$ cat src/rtl/aes_buf_seq_pkg.sv
// -----------------------------------------------------------------------------
// aes_buf_seq_pkg
// Shared definitions for the custom-buffer AES sequencer: key-size encodings,
// sequencer FSM states, staging-buffer index constants and the write-pointer
// advance helper.
// -----------------------------------------------------------------------------
package aes_buf_seq_pkg;

    // Key-size encodings as carried by the AES_W instruction.
    typedef enum logic [1:0] {
        KS_128 = 2'd0,
        KS_192 = 2'd1,
        KS_256 = 2'd2,
        KS_BAD = 2'd3
    } key_size_e;

    // Sequencer FSM states.
    typedef enum logic [1:0] {
        ST_IDLE  = 2'd0,
        ST_START = 2'd1,
        ST_WAIT  = 2'd2
    } seq_state_e;

    // Staging-buffer layout: words 0-3 plaintext block, words 4-11 key.
    localparam int BLK_BASE = 0;
    localparam int KEY_BASE = 4;
    localparam int LAST_IDX = 11;
    localparam int PTR_W    = 4;

    // Advance the write pointer with wrap after the last word. Any pointer
    // value beyond the last word also returns to 0 so a corrupted pointer
    // recovers instead of addressing a non-existent word forever.
    function automatic logic [PTR_W-1:0] ptr_next(input logic [PTR_W-1:0] ptr);
        logic [PTR_W-1:0] nxt;
        if (ptr >= PTR_W'(LAST_IDX)) begin
            nxt = {PTR_W{1'b0}};
        end else begin
            nxt = ptr + {{(PTR_W-1){1'b0}}, 1'b1};
        end
        return nxt;
    endfunction

endpackage

$ cat src/rtl/aes_buf_regfile.sv
// -----------------------------------------------------------------------------
// aes_buf_regfile
// 12-word staging buffer with its write pointer. Words 0-3 form the plaintext
// block, words 4-11 the key; both are presented flattened, word 0 of each
// group in the least-significant position.
//
// Ports:
//   clk     in   clock, rising edge
//   rst     in   synchronous active-high reset (pointer and all words to 0)
//   wr_en   in   write wdata into the word addressed by the pointer
//   inc_en  in   advance the pointer (wraps 11 -> 0); a simultaneous write
//                uses the old pointer
//   wdata   in   write data
//   block   out  {buf[3],buf[2],buf[1],buf[0]}
//   key     out  {buf[11],...,buf[4]}
// -----------------------------------------------------------------------------
module aes_buf_regfile
    import aes_buf_seq_pkg::*;
#(
    parameter int DATA_W    = 32,
    parameter int BUF_WORDS = 12
) (
    input  logic                clk,
    input  logic                rst,
    input  logic                wr_en,
    input  logic                inc_en,
    input  logic [DATA_W-1:0]   wdata,
    output logic [4*DATA_W-1:0] block,
    output logic [8*DATA_W-1:0] key
);

    logic [DATA_W-1:0] buf_r [BUF_WORDS];
    logic [PTR_W-1:0]  wr_ptr_r;

    // Write pointer with wrap.
    always_ff @(posedge clk) begin
        if (rst) begin
            wr_ptr_r <= {PTR_W{1'b0}};
        end else if (inc_en) begin
            wr_ptr_r <= ptr_next(wr_ptr_r);
        end else begin
            wr_ptr_r <= wr_ptr_r;
        end
    end

    // Buffer words; the write always targets the pre-increment pointer.
    always_ff @(posedge clk) begin
        for (int i = 0; i < BUF_WORDS; i++) begin
            if (rst) begin
                buf_r[i] <= {DATA_W{1'b0}};
            end else if (wr_en && (wr_ptr_r == PTR_W'(i))) begin
                buf_r[i] <= wdata;
            end else begin
                buf_r[i] <= buf_r[i];
            end
        end
    end

    // Flatten the block and key groups for the core.
    always_comb begin
        block = {(4*DATA_W){1'b0}};
        key   = {(8*DATA_W){1'b0}};
        for (int i = 0; i < 4; i++) begin
            block[i*DATA_W +: DATA_W] = buf_r[BLK_BASE + i];
        end
        for (int i = 0; i < 8; i++) begin
            key[i*DATA_W +: DATA_W] = buf_r[KEY_BASE + i];
        end
    end

endmodule

$ cat src/rtl/aes_buf_seq.sv
// -----------------------------------------------------------------------------
// aes_buf_seq
// Sequencer between the custom-buffer instructions (load_temp, plus1, AES_W,
// enable_AES) and the AES core. Owns the staging buffer, the latched key size,
// the start/done handshake, the pipeline stall and the 128-bit result register.
//
// Optional feature macro: AES_BUF_SEQ_TIMEOUT_EN
//   defined   -> watchdog aborts a run with no aes_done (err set, back to IDLE)
//   undefined -> the sequencer waits for aes_done indefinitely
//
// Ports:
//   clk, rst           clock (rising edge), synchronous active-high reset
//   load_temp          write wdata into buf[wr_ptr]        (IDLE only)
//   plus1              advance wr_ptr                      (IDLE only)
//   aes_w              latch key_size_in                   (IDLE only)
//   key_size_in        0=128, 1=192, 2=256, 3=illegal
//   enable_aes         request an AES run
//   wdata              write data (rs1 operand)
//   stall              hold the issuing instruction while a run is active
//   aes_start          one-cycle launch pulse to the core
//   aes_key_size       latched key size
//   aes_block          staging words 3..0
//   aes_key            staging words 11..4
//   aes_done           core completion pulse
//   aes_result         core output, valid with aes_done
//   result_valid       result register holds a fresh result
//   rd_sel / rd_data   result word select / combinational read-back (0 = LSW)
//   err                sticky error (illegal key size or watchdog expiry)
// -----------------------------------------------------------------------------
module aes_buf_seq
    import aes_buf_seq_pkg::*;
#(
    parameter int DATA_W      = 32,
    parameter int BUF_WORDS   = 12,
    parameter int TIMEOUT_CYC = 1024
) (
    input  logic              clk,
    input  logic              rst,
    input  logic              load_temp,
    input  logic              plus1,
    input  logic              aes_w,
    input  logic [1:0]        key_size_in,
    input  logic              enable_aes,
    input  logic [DATA_W-1:0] wdata,
    output logic              stall,
    output logic              aes_start,
    output logic [1:0]        aes_key_size,
    output logic [127:0]      aes_block,
    output logic [255:0]      aes_key,
    input  logic              aes_done,
    input  logic [127:0]      aes_result,
    output logic              result_valid,
    input  logic [1:0]        rd_sel,
    output logic [DATA_W-1:0] rd_data,
    output logic              err
);

    seq_state_e   state_r;
    seq_state_e   state_s;
    logic         idle_s;
    logic         launch_s;
    logic         capture_s;
    logic         bad_ks_s;
    logic         timeout_s;
    logic [1:0]   key_size_r;
    logic [127:0] result_r;
    logic         result_valid_r;
    logic         aes_start_r;
    logic         err_r;

    assign idle_s = (state_r == ST_IDLE);

    // Any custom strobe outside IDLE is held off until the run completes.
    assign stall = (!idle_s) & (load_temp | plus1 | aes_w | enable_aes);

    aes_buf_regfile #(
        .DATA_W    (DATA_W),
        .BUF_WORDS (BUF_WORDS)
    ) u_regfile (
        .clk    (clk),
        .rst    (rst),
        .wr_en  (load_temp & idle_s),
        .inc_en (plus1 & idle_s),
        .wdata  (wdata),
        .block  (aes_block),
        .key    (aes_key)
    );

`ifdef AES_BUF_SEQ_TIMEOUT_EN
    localparam int WD_W = $clog2(TIMEOUT_CYC) + 1;

    logic [WD_W-1:0] wd_cnt_r;
    logic [WD_W-1:0] wd_nxt_s;
    logic            wd_expire_s;

    assign wd_nxt_s    = wd_cnt_r + {{(WD_W-1){1'b0}}, 1'b1};
    // Expiry fires on the WAIT cycle whose increment reaches the limit.
    assign wd_expire_s = (wd_nxt_s == WD_W'(TIMEOUT_CYC - 1));

    // Watchdog: cleared when a run is launched, counts each WAIT cycle.
    always_ff @(posedge clk) begin
        if (rst) begin
            wd_cnt_r <= {WD_W{1'b0}};
        end else if (launch_s) begin
            wd_cnt_r <= {WD_W{1'b0}};
        end else if (state_r == ST_WAIT) begin
            wd_cnt_r <= wd_nxt_s;
        end else begin
            wd_cnt_r <= wd_cnt_r;
        end
    end
`endif

    // FSM state register.
    always_ff @(posedge clk) begin
        if (rst) begin
            state_r <= ST_IDLE;
        end else begin
            state_r <= state_s;
        end
    end

    // FSM next-state and per-cycle event decode.
    always_comb begin
        state_s   = state_r;
        launch_s  = 1'b0;
        capture_s = 1'b0;
        bad_ks_s  = 1'b0;
        timeout_s = 1'b0;
        case (state_r)
            ST_IDLE: begin
                if (enable_aes) begin
                    if (key_size_r == KS_BAD) begin
                        bad_ks_s = 1'b1;
                        state_s  = ST_IDLE;
                    end else begin
                        launch_s = 1'b1;
                        state_s  = ST_START;
                    end
                end else begin
                    state_s = ST_IDLE;
                end
            end
            ST_START: begin
                // A core that finishes immediately is honoured here too.
                if (aes_done) begin
                    capture_s = 1'b1;
                    state_s   = ST_IDLE;
                end else begin
                    state_s = ST_WAIT;
                end
            end
            ST_WAIT: begin
                if (aes_done) begin
                    capture_s = 1'b1;
                    state_s   = ST_IDLE;
`ifdef AES_BUF_SEQ_TIMEOUT_EN
                end else if (wd_expire_s) begin
                    timeout_s = 1'b1;
                    state_s   = ST_IDLE;
`endif
                end else begin
                    state_s = ST_WAIT;
                end
            end
            default: begin
                state_s = ST_IDLE;
            end
        endcase
    end

    // Launch pulse registered so it is high exactly during START.
    always_ff @(posedge clk) begin
        if (rst) begin
            aes_start_r <= 1'b0;
        end else begin
            aes_start_r <= launch_s;
        end
    end

    // Key size latch, frozen while a run is active.
    always_ff @(posedge clk) begin
        if (rst) begin
            key_size_r <= 2'd0;
        end else if (aes_w && idle_s) begin
            key_size_r <= key_size_in;
        end else begin
            key_size_r <= key_size_r;
        end
    end

    // Result register and freshness flag (cleared when a new run starts).
    always_ff @(posedge clk) begin
        if (rst) begin
            result_r       <= 128'd0;
            result_valid_r <= 1'b0;
        end else if (capture_s) begin
            result_r       <= aes_result;
            result_valid_r <= 1'b1;
        end else if (launch_s) begin
            result_r       <= result_r;
            result_valid_r <= 1'b0;
        end else begin
            result_r       <= result_r;
            result_valid_r <= result_valid_r;
        end
    end

    // Sticky error flag; only reset clears it.
    always_ff @(posedge clk) begin
        if (rst) begin
            err_r <= 1'b0;
        end else if (bad_ks_s || timeout_s) begin
            err_r <= 1'b1;
        end else begin
            err_r <= err_r;
        end
    end

    // Result word read-back, word 0 is the least-significant word.
    always_comb begin
        rd_data = {DATA_W{1'b0}};
        case (rd_sel)
            2'd0:    rd_data = result_r[31:0];
            2'd1:    rd_data = result_r[63:32];
            2'd2:    rd_data = result_r[95:64];
            2'd3:    rd_data = result_r[127:96];
            default: rd_data = {DATA_W{1'b0}};
        endcase
    end

    assign aes_start    = aes_start_r;
    assign aes_key_size = key_size_r;
    assign result_valid = result_valid_r;
    assign err          = err_r;

endmodule

$ cat config.mk
export PLATFORM = sky130hd
export DESIGN_NAME = aes_buf_seq
export DESIGN_NICKNAME = d
export VERILOG_FILES = /design/src/rtl/aes_buf_seq_pkg.sv /design/src/rtl/aes_buf_regfile.sv /design/src/rtl/aes_buf_seq.sv
export SDC_FILE = /design/constraint.sdc
export NUM_CORES = 1
export LEC_CHECK = 0
export BUFFER_PORTS_ARGS = -buffer_cell sky130_fd_sc_hd__buf_2
export CAP_MARGIN = 20
export CORE_AREA = 2 2 230 232
export CTS_CLUSTER_DIAMETER = 40
export DETAILED_ROUTE_END_ITERATION = 8
export DIE_AREA = 0 0 232 234
export PLACE_DENSITY = 0.71
export SYNTH_ARGS = -nofsm -noshare
export SYNTH_HDL_FRONTEND = slang
export SYNTH_SLANG_ARGS = --single-unit
$ cat constraint.sdc
create_clock -name clk -period 2 [get_ports clk]
set_input_delay 0.1 -clock clk [delete_from_list [all_inputs] [get_ports clk]]
set_output_delay 0.1 -clock clk [all_outputs]
set_load 0.005 [all_outputs]
==> summary.txt <==
Worst hold path
  – Hold Path Class: in -> reg

Logic synthesis
  – Summed instance area of the synthesized netlist: 19,300 um2
  – Post-Synthesis Mean Instance Area: 12.5 um2
  – Leading area contributor after synthesis: sky130_fd_sc_hd__edfxtp_1
  – Synthesized Nets: 1,727
  – Post-synth cell types: 27
  – Most used standard cell by instance count after synthesis: sky130_fd_sc_hd__edfxtp_1
  – Sequential fraction of the synthesis area: 0.741
  – Top_reg_cell synth: sky130_fd_sc_hd__edfxtp_1
  – Largest cells by area after synthesis: sky130_fd_sc_hd__edfxtp_1 (60%), sky130_fd_sc_hd__dfxtp_1 (14%), sky130_fd_sc_hd__nor2_1 (7.0%)
  – Number of storage elements in the synthesis netlist: 522
  – Most frequent cells after synthesis: sky130_fd_sc_hd__edfxtp_1 (384), sky130_fd_sc_hd__nor2_1 (358), sky130_fd_sc_hd__nand2_1 (269), sky130_fd_sc_hd__dfxtp_1 (138), sky130_fd_sc_hd__a21oi_1 (132)
  – Area fraction of the dominant cell type after synthesis: 0.598
  – Number of enable flip-flop cells after synthesis: 384
  – Yosys synthesis warning count: 0
  – Fraction of registers with async set or reset after synthesis: 0
  – Cell count after synthesis: 1,549

Route
  – First DRT Iteration DRCs: 1,274
  – Number of iterations in the first detailed-routing pass: 5
  – Wirelength, routed: 66.2 mm
  – Ratio of routed vias to standard cells: 5.01
  – Post-detailed-route DRC marker count: 0
  – Wirelength per Cell: 21.4 um
  – Number of vias in the routed layout: 15,500
  – Remaining antenna violation count: 0

Final layout
  – Share of post-route cells with drive strength above 1: 0.354
  – Final core utilization: 0.533
  – Layout net count: 2,514
  – Post-synthesis to final-layout area growth: 43.8%

Placed design
  – Count of port buffers added during placement: 592
  – Final weighted congestion of routability-driven global placement: 0.860
  – Worst-case setup slack after placement: 129 ps
  – Final HPWL DP: 44.2 mm

Die
  – Die Y-Extent: 234 um
  – Core box area: 52,000 um2
  – Starting density of the core: 0.371
  – Site Rows: 84
  – I/O pin count: 593
  – Horizontal extent of the die: 232 um
  – DIE AREA: 54,300 um2

Global route
  – Pin count of the biggest net entering global routing: 76
  – Number of global-route vias before repair: 15,400
  – Global-route wire length before repair: 95.3 mm
  – Combined global-route utilization of all metal layers: 0.238
  – Overflow left after global routing: 0
  – Initial antenna violation count: 4

Clock network
  – Maximum buffer depth of the clock tree: 3
  – Clock-pin transition on the worst setup and hold timing paths: 60 ps
  – Clock tree from TritonCTS: done
  – Number of sinks on the clock net: 522
  – Clock H-tree levels: 3
  – Latest clock arrival within the worst-skew pair: 600 ps
  – Root buffer cell: sky130_fd_sc_hd__clkbuf_16
  – Post-CTS repair timing setup buffer count: 0
  – Number of buffers created by CTS: 75

Worst setup path
  – Nature of the critical path startpoint: flop
  – Crit. End Element: output port
  – Worst Path Class, Setup: reg -> out
  – Crit path arrival time: 1730 ps
  – Data required time at the worst endpoint: 1900 ps
  – Biggest fanout along the worst timing path: 11

Power and ir drop
  – Maximum ir drop on the vdd rail: 0.638 mV
  – Total power after layout: 0.0278 W
  – Leakage: 11.5 nW
  – Power per unit of standard cell area: 1000 nW/um2

Timing
  – Min cycle time layout: 1830 ps
  – Final worst hold slack: 175 ps
  – Final hold violations: 0
  – Setup violations, final: 0
  – Slew Viols, Final: 0
  – Unrepaired setup endpoints after global routing: no
  – Post-route worst setup slack: 174 ps
  – Max frequency: 548 MHz
  – Crit share post-route: 0.913
  – Transition time at the pin with the least slew margin: 763 ps
  – Clock skew: 28.9 ps
  – Final setup TNS: 0 ps
  – Max-slew headroom: 0.492

Run
  – Max-Cap Viols: 0

Status
  – Run status: finished clean
[cells by family after synthesis]
family | count (synthesis) | synth area share
flops | 522 | 0.741
xor+xnor | 2 | 0.000908
mux | 32 | 0.0374
compound gates | 137 | 0.0361
fa+ha+maj | 7 | 0.00454
simple gates | 690 | 0.142
buf+inv | 159 | 0.0375
[report_power, final]
| part | switching [W] | internal [W] | leakage [nW] |
|---|---|---|---|
| clock | 0.00551 | 0.00775 | 1.23 |
| combinational | 0.00127 | 0.000979 | 5.19 |
| sequential | 0.000206 | 0.0121 | 5.07 |
[metal layers]
metal | share of wire | vias to the layer above | GRT usage
li1 | - | 6824 | -
met1 | 0.34 | 7429 | 0.266
met2 | 0.51 | 1033 | 0.415
met3 | 0.10 | 175 | 0.0638
met4 | 0.049 | 2 | 0.125
met5 | 0.00015 | - | 0
[state kept, by name, summed over array words and instances, names as in the netlist]
| name | cells |
|---|---|
| u_regfile.buf_r | 384 |
| result_r | 128 |
| u_regfile.wr_ptr_r | 4 |
| aes_key_size | 2 |
| aes_start | 1 |
| err | 1 |
| result_valid | 1 |
| state_r | 1 |
[timing repair]
action / in CTS / in global routing
hold buffers: 161 / 0
pin swaps: 0 / 0
endpoints found under the setup margin: 1 / 1
gates resized for setup: 1 / 1
hold endpoints to repair: 235 / 0
gates cloned: 0 / 0
[cell usage in the layout (no fill, tap or decap), types with 2 or more instances in the layout]
cell                            instances
sky130_fd_sc_hd__bufinv_16              4
sky130_fd_sc_hd__nand2_2                3
sky130_fd_sc_hd__nand2_1              265
sky130_fd_sc_hd__nand2b_2              11
sky130_fd_sc_hd__clkinv_8               9
sky130_fd_sc_hd__mux4_2                32
sky130_fd_sc_hd__buf_12                28
sky130_fd_sc_hd__nand4_1                5
sky130_fd_sc_hd__nand3_1                4
sky130_fd_sc_hd__edfxtp_1             384
sky130_fd_sc_hd__inv_16                 2
sky130_fd_sc_hd__and3_1                 3
sky130_fd_sc_hd__clkinv_4              10
sky130_fd_sc_hd__a31oi_1                2
sky130_fd_sc_hd__dfxtp_1              138
sky130_fd_sc_hd__clkinvlp_4             8
sky130_fd_sc_hd__diode_2                4
sky130_fd_sc_hd__nor2_1               358
sky130_fd_sc_hd__buf_2                591
sky130_fd_sc_hd__clkbuf_1               5
sky130_fd_sc_hd__clkinv_1               7
sky130_fd_sc_hd__inv_1                 36
sky130_fd_sc_hd__a21oi_1              132
sky130_fd_sc_hd__inv_8                 10
sky130_fd_sc_hd__ha_1                   6
sky130_fd_sc_hd__clkbuf_16             75
sky130_fd_sc_hd__buf_4                 52
sky130_fd_sc_hd__dlygate4sd3_1        161
sky130_fd_sc_hd__and2b_1                2
sky130_fd_sc_hd__inv_6                  7
sky130_fd_sc_hd__nand2b_1              33
[critical path, cell delays in order, from the launching register on]
cell and delay, ps:
sky130_fd_sc_hd__dfxtp_1 360, sky130_fd_sc_hd__inv_1 90, sky130_fd_sc_hd__ha_4 200, sky130_fd_sc_hd__buf_4 190, sky130_fd_sc_hd__nor2_1 110, sky130_fd_sc_hd__buf_2 160
[cell type report]
class                      instances  area, um2
clock buffer                      80       1900
timing repair buffer             833       5530
tap                              688        861
sequential                       522      14300
fill                            4202      24300
antenna                            4       10.0
clock inverter                    58        684
inverter                          36        135
multi-input combinational        868       4330
[per-stage QoR]
stage	instances	cell area, um2
6_report	3089	27700
5_1_grt	3088	27700
4_1_cts	3085	27700
3_5_place_dp	2786	23500
3_3_place_gp	2786	23500
2_1_floorplan	1549	19300
[path summary, 6_finish.rpt]
path           startpoint                     end  slack (ps)  cells past startpoint
max             aes_start                   stall         170                      5
min             wdata[21]  u_regfile.buf_r[4][21]         170                      3
max reg2reg     aes_start         aes_key_size[0]         280                      6
min reg2reg  result_r[20]            result_r[20]         450                      2
Power figures use the tool's default switching activity.
